### src/rtl/dma_l2_arbiter_if.sv
// Bundle of the DMA request/response ports and the L2 master port of dma_l2_arbiter.
// The master modport is the arbiter view and the slave modport is the environment view.
interface dma_l2_arbiter_if #(
    parameter int NumPorts       = 4,
    parameter int AddrWidth      = 32,
    parameter int DataWidth      = 64,
    parameter int MaxOutstanding = 8
) ();
    localparam int StrbWidth = DataWidth / 8;
    localparam int CntWidth  = $clog2(MaxOutstanding) + 1;

    logic [AddrWidth-1:0]                 l2_start_addr_i;
    logic [AddrWidth-1:0]                 l2_end_addr_i;

    logic [NumPorts-1:0]                  req_valid_i;
    logic [NumPorts-1:0]                  req_ready_o;
    logic [NumPorts-1:0][AddrWidth-1:0]   req_addr_i;
    logic [NumPorts-1:0]                  req_we_i;
    logic [NumPorts-1:0][DataWidth-1:0]   req_wdata_i;
    logic [NumPorts-1:0][StrbWidth-1:0]   req_strb_i;

    logic [NumPorts-1:0]                  rsp_valid_o;
    logic [NumPorts-1:0]                  rsp_ready_i;
    logic [DataWidth-1:0]                 rsp_rdata_o;
    logic                                 rsp_err_o;

    logic                                 l2_req_valid_o;
    logic                                 l2_req_ready_i;
    logic [AddrWidth-1:0]                 l2_addr_o;
    logic                                 l2_we_o;
    logic [DataWidth-1:0]                 l2_wdata_o;
    logic [StrbWidth-1:0]                 l2_strb_o;

    logic                                 l2_rsp_valid_i;
    logic                                 l2_rsp_ready_o;
    logic [DataWidth-1:0]                 l2_rsp_rdata_i;
    logic                                 l2_rsp_err_i;

    logic [CntWidth-1:0]                  outstanding_o;

    modport master (
        input  l2_start_addr_i, l2_end_addr_i,
        input  req_valid_i, req_addr_i, req_we_i, req_wdata_i, req_strb_i,
        output req_ready_o,
        output rsp_valid_o, rsp_rdata_o, rsp_err_o,
        input  rsp_ready_i,
        output l2_req_valid_o, l2_addr_o, l2_we_o, l2_wdata_o, l2_strb_o,
        input  l2_req_ready_i,
        input  l2_rsp_valid_i, l2_rsp_rdata_i, l2_rsp_err_i,
        output l2_rsp_ready_o,
        output outstanding_o
    );

    modport slave (
        output l2_start_addr_i, l2_end_addr_i,
        output req_valid_i, req_addr_i, req_we_i, req_wdata_i, req_strb_i,
        input  req_ready_o,
        input  rsp_valid_o, rsp_rdata_o, rsp_err_o,
        output rsp_ready_i,
        input  l2_req_valid_o, l2_addr_o, l2_we_o, l2_wdata_o, l2_strb_o,
        output l2_req_ready_i,
        output l2_rsp_valid_i, l2_rsp_rdata_i, l2_rsp_err_i,
        input  l2_rsp_ready_o,
        input  outstanding_o
    );
endinterface

### src/rtl/dma_l2_arbiter.sv
// Round-robin N:1 arbiter from cluster DMA ports to L2 with in-order response routing.
// Define DMA_L2_ARBITER_ADDR_CHECK_EN to answer out-of-window requests locally with an error.
module dma_l2_arbiter #(
    parameter int NumPorts       = 4,
    parameter int AddrWidth      = 32,
    parameter int DataWidth      = 64,
    parameter int MaxOutstanding = 8
) (
    input logic              clk_i,
    input logic              rst_i,
    dma_l2_arbiter_if.master bus
);
    localparam int PW = (NumPorts > 1) ? $clog2(NumPorts) : 1;
    localparam int FW = $clog2(MaxOutstanding);
    localparam int SW = DataWidth / 8;

    logic [PW-1:0]        rr_q;

    logic                 oreg_valid_q;
    logic [AddrWidth-1:0] oreg_addr_q;
    logic                 oreg_we_q;
    logic [DataWidth-1:0] oreg_wdata_q;
    logic [SW-1:0]        oreg_strb_q;

    logic [PW-1:0]        fifo_port_q [MaxOutstanding];
    logic                 fifo_err_q  [MaxOutstanding];
    logic [FW-1:0]        wptr_q;
    logic [FW-1:0]        rptr_q;
    logic [FW:0]          count_q;

    logic [NumPorts-1:0]  addr_err;
    logic [NumPorts-1:0]  eligible;
    logic                 can_fwd;
    logic                 fifo_full;
    logic                 fifo_empty;
    logic                 gnt_any;
    logic [PW-1:0]        gnt_idx;
    logic [PW-1:0]        cand;
    logic                 gnt_err;
    logic                 load;
    logic                 push;
    logic                 pop;
    logic [PW-1:0]        head_port;
    logic                 head_err;

`ifdef DMA_L2_ARBITER_ADDR_CHECK_EN
    always_comb begin
        addr_err = '0;
        for (int p = 0; p < NumPorts; p++) begin
            addr_err[p] = (bus.req_addr_i[p] < bus.l2_start_addr_i) ||
                          (bus.req_addr_i[p] >= bus.l2_end_addr_i);
        end
    end
`else
    logic unused_window;
    assign unused_window = ^{bus.l2_start_addr_i, bus.l2_end_addr_i};
    assign addr_err      = '0;
`endif

    assign fifo_full  = (count_q == (FW+1)'(MaxOutstanding));
    assign fifo_empty = (count_q == '0);
    assign can_fwd    = !oreg_valid_q || bus.l2_req_ready_i;

    // Error requests are answered locally, so they skip the output register check.
    assign eligible = bus.req_valid_i & (addr_err | {NumPorts{can_fwd}});

    always_comb begin
        gnt_any = 1'b0;
        gnt_idx = '0;
        cand    = '0;
        for (int i = 0; i < NumPorts; i++) begin
            cand = PW'((int'(rr_q) + i) % NumPorts);
            if (!gnt_any && eligible[cand]) begin
                gnt_any = 1'b1;
                gnt_idx = cand;
            end
        end
        if (rst_i || fifo_full) begin
            gnt_any = 1'b0;
        end
    end

    assign gnt_err         = addr_err[gnt_idx];
    assign push            = gnt_any;
    assign load            = gnt_any && !gnt_err;
    assign bus.req_ready_o = gnt_any ? (NumPorts'(1) << gnt_idx) : '0;

    always_ff @(posedge clk_i or posedge rst_i) begin
        if (rst_i) begin
            rr_q <= '0;
        end else if (gnt_any) begin
            rr_q <= (gnt_idx == PW'(NumPorts - 1)) ? '0 : gnt_idx + 1'b1;
        end
    end

    always_ff @(posedge clk_i or posedge rst_i) begin
        if (rst_i) begin
            oreg_valid_q <= 1'b0;
            oreg_addr_q  <= '0;
            oreg_we_q    <= 1'b0;
            oreg_wdata_q <= '0;
            oreg_strb_q  <= '0;
        end else if (load) begin
            oreg_valid_q <= 1'b1;
            oreg_addr_q  <= bus.req_addr_i[gnt_idx];
            oreg_we_q    <= bus.req_we_i[gnt_idx];
            oreg_wdata_q <= bus.req_wdata_i[gnt_idx];
            oreg_strb_q  <= bus.req_strb_i[gnt_idx];
        end else if (bus.l2_req_ready_i) begin
            oreg_valid_q <= 1'b0;
        end
    end

    assign bus.l2_req_valid_o = oreg_valid_q;
    assign bus.l2_addr_o      = oreg_addr_q;
    assign bus.l2_we_o        = oreg_we_q;
    assign bus.l2_wdata_o     = oreg_wdata_q;
    assign bus.l2_strb_o      = oreg_strb_q;

    always_ff @(posedge clk_i) begin
        if (push) begin
            fifo_port_q[wptr_q] <= gnt_idx;
            fifo_err_q[wptr_q]  <= gnt_err;
        end
    end

    always_ff @(posedge clk_i or posedge rst_i) begin
        if (rst_i) begin
            wptr_q  <= '0;
            rptr_q  <= '0;
            count_q <= '0;
        end else begin
            if (push) wptr_q <= wptr_q + 1'b1;
            if (pop)  rptr_q <= rptr_q + 1'b1;
            count_q <= count_q + (FW+1)'(push) - (FW+1)'(pop);
        end
    end

    assign head_port         = fifo_port_q[rptr_q];
    assign head_err          = fifo_err_q[rptr_q];
    assign bus.outstanding_o = count_q;

    always_comb begin
        bus.rsp_valid_o    = '0;
        bus.rsp_rdata_o    = '0;
        bus.rsp_err_o      = 1'b0;
        bus.l2_rsp_ready_o = 1'b0;
        pop                = 1'b0;
        if (!fifo_empty) begin
            if (head_err) begin
                bus.rsp_valid_o[head_port] = 1'b1;
                bus.rsp_err_o              = 1'b1;
                pop                        = bus.rsp_ready_i[head_port];
            end else begin
                bus.rsp_valid_o[head_port] = bus.l2_rsp_valid_i;
                bus.rsp_rdata_o            = bus.l2_rsp_rdata_i;
                bus.rsp_err_o              = bus.l2_rsp_err_i;
                bus.l2_rsp_ready_o         = bus.rsp_ready_i[head_port];
                pop = bus.l2_rsp_valid_i && bus.rsp_ready_i[head_port];
            end
        end
    end
endmodule

### src/flat_wrapper.sv
// flat-port wrapper written by rule: the top's interface ports become plain ports
module dma_l2_arbiter_flat 
#(
    parameter int NumPorts       = 4,
    parameter int AddrWidth      = 32,
    parameter int DataWidth      = 64,
    parameter int MaxOutstanding = 8
)
  (clk_i, rst_i, bus_l2_start_addr_i, bus_l2_end_addr_i, bus_req_valid_i, bus_req_addr_i, bus_req_we_i, bus_req_wdata_i, bus_req_strb_i, bus_req_ready_o, bus_rsp_valid_o, bus_rsp_rdata_o, bus_rsp_err_o, bus_rsp_ready_i, bus_l2_req_valid_o, bus_l2_addr_o, bus_l2_we_o, bus_l2_wdata_o, bus_l2_strb_o, bus_l2_req_ready_i, bus_l2_rsp_valid_i, bus_l2_rsp_rdata_i, bus_l2_rsp_err_i, bus_l2_rsp_ready_o, bus_outstanding_o);
  dma_l2_arbiter_if #(.NumPorts(NumPorts), .AddrWidth(AddrWidth), .DataWidth(DataWidth), .MaxOutstanding(MaxOutstanding)) bus_i ();
  input logic clk_i;
  input logic rst_i;
  input wire logic [$bits(bus_i.l2_start_addr_i)-1:0] bus_l2_start_addr_i;
  input wire logic [$bits(bus_i.l2_end_addr_i)-1:0] bus_l2_end_addr_i;
  input wire logic [$bits(bus_i.req_valid_i)-1:0] bus_req_valid_i;
  input wire logic [$bits(bus_i.req_addr_i)-1:0] bus_req_addr_i;
  input wire logic [$bits(bus_i.req_we_i)-1:0] bus_req_we_i;
  input wire logic [$bits(bus_i.req_wdata_i)-1:0] bus_req_wdata_i;
  input wire logic [$bits(bus_i.req_strb_i)-1:0] bus_req_strb_i;
  output wire logic [$bits(bus_i.req_ready_o)-1:0] bus_req_ready_o;
  output wire logic [$bits(bus_i.rsp_valid_o)-1:0] bus_rsp_valid_o;
  output wire logic [$bits(bus_i.rsp_rdata_o)-1:0] bus_rsp_rdata_o;
  output wire logic [$bits(bus_i.rsp_err_o)-1:0] bus_rsp_err_o;
  input wire logic [$bits(bus_i.rsp_ready_i)-1:0] bus_rsp_ready_i;
  output wire logic [$bits(bus_i.l2_req_valid_o)-1:0] bus_l2_req_valid_o;
  output wire logic [$bits(bus_i.l2_addr_o)-1:0] bus_l2_addr_o;
  output wire logic [$bits(bus_i.l2_we_o)-1:0] bus_l2_we_o;
  output wire logic [$bits(bus_i.l2_wdata_o)-1:0] bus_l2_wdata_o;
  output wire logic [$bits(bus_i.l2_strb_o)-1:0] bus_l2_strb_o;
  input wire logic [$bits(bus_i.l2_req_ready_i)-1:0] bus_l2_req_ready_i;
  input wire logic [$bits(bus_i.l2_rsp_valid_i)-1:0] bus_l2_rsp_valid_i;
  input wire logic [$bits(bus_i.l2_rsp_rdata_i)-1:0] bus_l2_rsp_rdata_i;
  input wire logic [$bits(bus_i.l2_rsp_err_i)-1:0] bus_l2_rsp_err_i;
  output wire logic [$bits(bus_i.l2_rsp_ready_o)-1:0] bus_l2_rsp_ready_o;
  output wire logic [$bits(bus_i.outstanding_o)-1:0] bus_outstanding_o;
  assign bus_i.l2_start_addr_i = bus_l2_start_addr_i;
  assign bus_i.l2_end_addr_i = bus_l2_end_addr_i;
  assign bus_i.req_valid_i = bus_req_valid_i;
  assign bus_i.req_addr_i = bus_req_addr_i;
  assign bus_i.req_we_i = bus_req_we_i;
  assign bus_i.req_wdata_i = bus_req_wdata_i;
  assign bus_i.req_strb_i = bus_req_strb_i;
  assign bus_req_ready_o = bus_i.req_ready_o;
  assign bus_rsp_valid_o = bus_i.rsp_valid_o;
  assign bus_rsp_rdata_o = bus_i.rsp_rdata_o;
  assign bus_rsp_err_o = bus_i.rsp_err_o;
  assign bus_i.rsp_ready_i = bus_rsp_ready_i;
  assign bus_l2_req_valid_o = bus_i.l2_req_valid_o;
  assign bus_l2_addr_o = bus_i.l2_addr_o;
  assign bus_l2_we_o = bus_i.l2_we_o;
  assign bus_l2_wdata_o = bus_i.l2_wdata_o;
  assign bus_l2_strb_o = bus_i.l2_strb_o;
  assign bus_i.l2_req_ready_i = bus_l2_req_ready_i;
  assign bus_i.l2_rsp_valid_i = bus_l2_rsp_valid_i;
  assign bus_i.l2_rsp_rdata_i = bus_l2_rsp_rdata_i;
  assign bus_i.l2_rsp_err_i = bus_l2_rsp_err_i;
  assign bus_l2_rsp_ready_o = bus_i.l2_rsp_ready_o;
  assign bus_outstanding_o = bus_i.outstanding_o;
  dma_l2_arbiter #(.NumPorts(NumPorts), .AddrWidth(AddrWidth), .DataWidth(DataWidth), .MaxOutstanding(MaxOutstanding)) u_core (.clk_i(clk_i), .rst_i(rst_i), .bus(bus_i));
endmodule
### config.mk
export PLATFORM = sky130hd
export DESIGN_NAME = dma_l2_arbiter_flat
export DESIGN_NICKNAME = d
export VERILOG_FILES = /design/src/rtl/dma_l2_arbiter_if.sv /design/src/rtl/dma_l2_arbiter.sv /design/src/flat_wrapper.sv
export SDC_FILE = /design/constraint.sdc
export NUM_CORES = 1
export LEC_CHECK = 0
export ABC_AREA = 1
export CELL_PAD_IN_SITES_DETAIL_PLACEMENT = 2
export CELL_PAD_IN_SITES_GLOBAL_PLACEMENT = 2
export CORE_AREA = 2 2 288 290
export CTS_BUF_LIST = sky130_fd_sc_hd__clkbuf_16
export CTS_CLUSTER_SIZE = 10
export DETAILED_ROUTE_END_ITERATION = 16
export DIE_AREA = 0 0 290 292
export MAX_ROUTING_LAYER = met4
export PLACE_DENSITY_LB_ADDON = 0.2
export SYNTH_ARGS = -nofsm -noshare
export SYNTH_HDL_FRONTEND = slang
export SYNTH_SLANG_ARGS = --single-unit
export TNS_END_PERCENT = 20
### constraint.sdc
create_clock -name clk_i -period 8.71 [get_ports clk_i]
set_input_delay 0.871 -clock clk_i [delete_from_list [all_inputs] [get_ports clk_i]]
set_output_delay 0.871 -clock clk_i [all_outputs]
set_load 0.005 [all_outputs]
==> impl_summary.md <==
Yosys
Of all flip-flops after synthesis, the portion carrying an async set or reset was 88.06%. Synthesis produced a netlist whose cell count is 2073. Each instance of the synthesized netlist takes up on average 5.859 µm². Yosys attributes the largest share of cell area to sky130_fd_sc_hd__nand3_1, sky130_fd_sc_hd__dfrtp_1, sky130_fd_sc_hd__inv_1. The flip-flop cell with the highest count after synthesis is sky130_fd_sc_hd__dfrtp_1.

The synthesized netlist occupies a cell area of 12150 µm². The post-synthesis net count is 2647. The count of synthesis-stage warnings from yosys is 0. Counting flops with a built-in enable in the synthesized netlist gives 16. Yosys mapped the design onto 29 distinct sky130hd cell types.

Of the synthesized area, sequential elements account for 28.27%. In this run the biggest area consumer among cell types represents 26.70% of the synthesized area. Counting flops and latches in the post-synthesis netlist gives 134. The library cell with the largest summed area after synthesis is sky130_fd_sc_hd__nand3_1.

Routing
The total wire length after detailed routing is 72960 µm. In the final routed layout, each cell accounts on average for 19.48 µm. The post-route antenna net violation count is 0. Wire segments on met2 add up to 38010 µm in the final route. The length of the first detailed-routing pass in iterations is 4. Wire segments on met3 add up to 4592 µm in the final route. The detailed router placed 15399 vias in this run.

The highest routing layer actually used is met4. The number of vias per cell after detailed routing is 4.112. The met1 layer wirelength in the final routing is 29390 µm.

The number of DRC markers in iteration 0 is 467. The final routed DRC violation total is 0.

Min path
The kind of path behind the tightest hold check is reg -> reg.

Clocking
The clock tree root driver cell is sky130_fd_sc_hd__clkbuf_16. The TritonCTS clock tree is yes. Counting the buffers created by CTS gives 17. The number of gates resized after cts is 0. For the worst-skew pair, the clock arrives at the later sink with an insertion delay of 0.50 ns. The post-CTS setup buffer count is 0.

The number of buffers added to fix hold violations after cts is 0. The clock transition at the registers of the reported paths is 0.06 ns. The H-tree depth is 4. The tree built by TritonCTS fans out to 134 sinks. The clock tree buffer depth is 2.

Power and ir drop
The leakage component of the power is 0.01058 µW. The peak ir drop on the vdd network is 0.2863 mV. After layout, the design draws a total of 7616 µW.

Dividing total power by cell area gives a power density of 377.5 nW/µm².

Critical path
The startpoint of the most critical register-to-register path is u_core.rr_q[0]$_DFFE_PP0P_. The endpoint of the worst setup timing path is bus_req_ready_o[2]. The path depth of the worst reg2reg path is 13.

In this run the worst path has a maximum fanout of 55. The kind of launch point of the worst setup path is a primary input. At the worst endpoint, the arrival time is 4.49 ns.

In this run the worst setup path begins at bus_l2_req_ready_i. The endpoint identified for the worst register-to-register timing path is u_core.bus.l2_wdata_o[11]$_DFFE_PP0P_. Among the stages of the critical path, the cell type that occurs most often is sky130_fd_sc_hd__nand2_1. Setup slack on the worst reg-to-reg path comes out at 4.42 ns. The largest individual stage delay along the critical path comes from the cell sky130_fd_sc_hd__inv_4. The critical path in this run is classified as in -> out. For the worst setup path, the data required time is 7.84 ns. Traced cell by cell, the critical path runs through clkdlybuf4s50_1 -> inv_1 -> nand2_2 -> nand3_1 -> nand2_1 -> nand2_1 -> nand2_1 -> nand3_1 -> nand3_2 -> nand2_4 -> inv_4 -> ha_1 -> inv_1 -> nor2_1 -> clkdlybuf4s50_1. The worst stage delay on the critical path is 0.74 ns. The critical path capture point type is an output port.

STA
Setup violations remaining at the end of the flow were counted as 0. Timing would allow up to 0.1866 GHz. The number of hold violations in the final report came to 0. The worst slew slack as a fraction of its limit is 26.94%. Summed over all failing endpoints, the final setup total negative slack is 0 ns. Setup repair after global routing left no endpoint under its margin.

The final count of pins violating max slew was 0. The final worst clock skew is 0.02073 ns. After layout, the worst path uses 61.53% of the clock period. The slew at the pin with the worst max-slew slack is 1.096 ns.

The smallest clock period supported by the final layout is computed as 5.360 ns.

Place
In this run, placement finished with an instance count of 3688. Detailed placement finished with a half-perimeter wire length of 53400 µm. Summing all placed instances gives a cell area of 19560 µm². At the end of routability-driven placement, the weighted congestion stood at 0.8843. The number of input and output port buffers inserted is 680.

Floorplan
The overall die width is 290 µm. The initial utilization of the core area, before any placement, comes to 14.89%. The floorplan step defined a core boundary enclosing 81580 µm². The number of top-level pins is 745. The die covers 84680 µm². The vertical die dimension is 292 µm.

The total number of placement rows is 105.

Final layout
The final cell count without fillers is 3745. The final layout contains 3211 nets. The number of fill cells in the layout is 9776.

The leading cell type in the layout, fill and taps excluded is sky130_fd_sc_hd__clkdlybuf4s50_1. In the layout the commonest cells are sky130_fd_sc_hd__clkdlybuf4s50_1, sky130_fd_sc_hd__nand3_1, sky130_fd_sc_hd__inv_1. The area growth from synthesis to final layout is 66.09%.

Cells with a size suffix above 1 make up 2.830% of the layout. The final standard cell area without fillers is 20170 µm².

Global route
The first-pass GRT wire length is 108400 µm. The number of antenna violations at the first check in global routing was 23. The number of global-route vias before repair was 16764. The total overflow left after global routing is 0. Entering global routing, the biggest net connects 134 pins. The overall track demand over capacity in global routing is 17.45%.

Status
The flow ran to the end, and the final reports show no timing, DRC or antenna violations.

Run
Max-cap violations in this run came to 0.
-- metal layers --
| layer | up-vias | track usage [%] |
|---|---|---|
| li1 | 7460 | - |
| met1 | 7487 | 18.76 |
| met2 | 416 | 31.46 |
| met3 | 36 | 4.970 |
| met4 | 0 | 4.395 |
| met5 | - | - |
-- cell usage after synthesis (8+ instances only) --
library cell,instances
sky130_fd_sc_hd__nand3_1,648
sky130_fd_sc_hd__inv_1,512
sky130_fd_sc_hd__nand2_1,476
sky130_fd_sc_hd__dfrtp_1,118
sky130_fd_sc_hd__nor2_1,88
sky130_fd_sc_hd__buf_2,75
sky130_fd_sc_hd__clkbuf_1,23
sky130_fd_sc_hd__buf_6,21
sky130_fd_sc_hd__buf_4,20
sky130_fd_sc_hd__edfxtp_1,16
sky130_fd_sc_hd__ha_1,12
sky130_fd_sc_hd__nand2_2,10
sky130_fd_sc_hd__nand3_2,9
sky130_fd_sc_hd__buf_1,8
-- state kept, by name, summed over array words and instances (netlist names) --
register	cells
u_core.rr_q	2
u_core.bus.l2_req_valid_o	1
u_core.wptr_q	3
u_core.fifo_port_q	16
u_core.bus.l2_strb_o	8
u_core.bus.l2_addr_o	32
u_core.rptr_q	3
u_core.bus.l2_we_o	1
u_core.bus.outstanding_o	4
u_core.bus.l2_wdata_o	64
-- report_power, final --
group	total (µW)	switching, µW	internal, µW	leakage (µW)
Clock	744	351	393	0.000277
Combinational	5710	3700	2010	0.00870
Sequential	1160	190	971	0.00160
-- critical path, delay by kind of cell --
family,cells,cell delay (ns)
adder cells (fa/ha/maj),1,0.29
buffers and inverters,5,1.87
AND/OR/NAND/NOR,9,1.42
-- cell type report --
cell class / count / area, µm² / area share (%)
repair buffers: 692 / 6897 / 34.19
clock inverters: 15 / 127.6 / 0.6327
well taps: 1070 / 1339 / 6.637
diodes: 25 / 62.56 / 0.3101
clock buffers: 17 / 425.4 / 2.109
inverters: 518 / 1962 / 9.726
multi-input cells: 1274 / 5926 / 29.38
flip-flops and latches: 134 / 3433 / 17.02
-- kinds of logic (layout without fill, tap and decap cells) --
logic type	Yosys count	count (layout)	synth area share, %
flops	134	134	28.27
fa+ha+maj	13	13	1.401
buf+inv	665	1242	23.30
simple gates	1244	1244	46.16
other cells	0	25	0
compound gates	13	13	0.5768
xor+xnor	4	4	0.2885
-- stage by stage --
stage,hold slack [ns],util (%),setup WS [ns]
final,0.4813,24.73,3.350
after global routing,0.5054,24.72,3.011
after CTS,0.4856,24.65,3.170
after detailed placement,0.4664,23.97,3.228
after global placement,0.4623,23.97,3.294
after floorplan,0.4724,-,4.710
-- worst min-delay path by stage --
stage                                                     start                                     to  slack [ns]  cells after the start
final                      u_core.bus.l2_addr_o[22]$_DFFE_PP0P_   u_core.bus.l2_addr_o[22]$_DFFE_PP0P_        0.48                      2
after global routing        u_core.bus.l2_addr_o[4]$_DFFE_PP0P_    u_core.bus.l2_addr_o[4]$_DFFE_PP0P_        0.51                      2
after CTS                 u_core.bus.l2_wdata_o[37]$_DFFE_PP0P_  u_core.bus.l2_wdata_o[37]$_DFFE_PP0P_        0.49                      2
after detailed placement  u_core.bus.l2_wdata_o[37]$_DFFE_PP0P_  u_core.bus.l2_wdata_o[37]$_DFFE_PP0P_        0.47                      2
after global placement      u_core.bus.l2_addr_o[9]$_DFFE_PP0P_    u_core.bus.l2_addr_o[9]$_DFFE_PP0P_        0.46                      2
after floorplan             u_core.bus.l2_addr_o[0]$_DFFE_PP0P_    u_core.bus.l2_addr_o[0]$_DFFE_PP0P_        0.47                      2
Power figures use the tool's default switching activity.
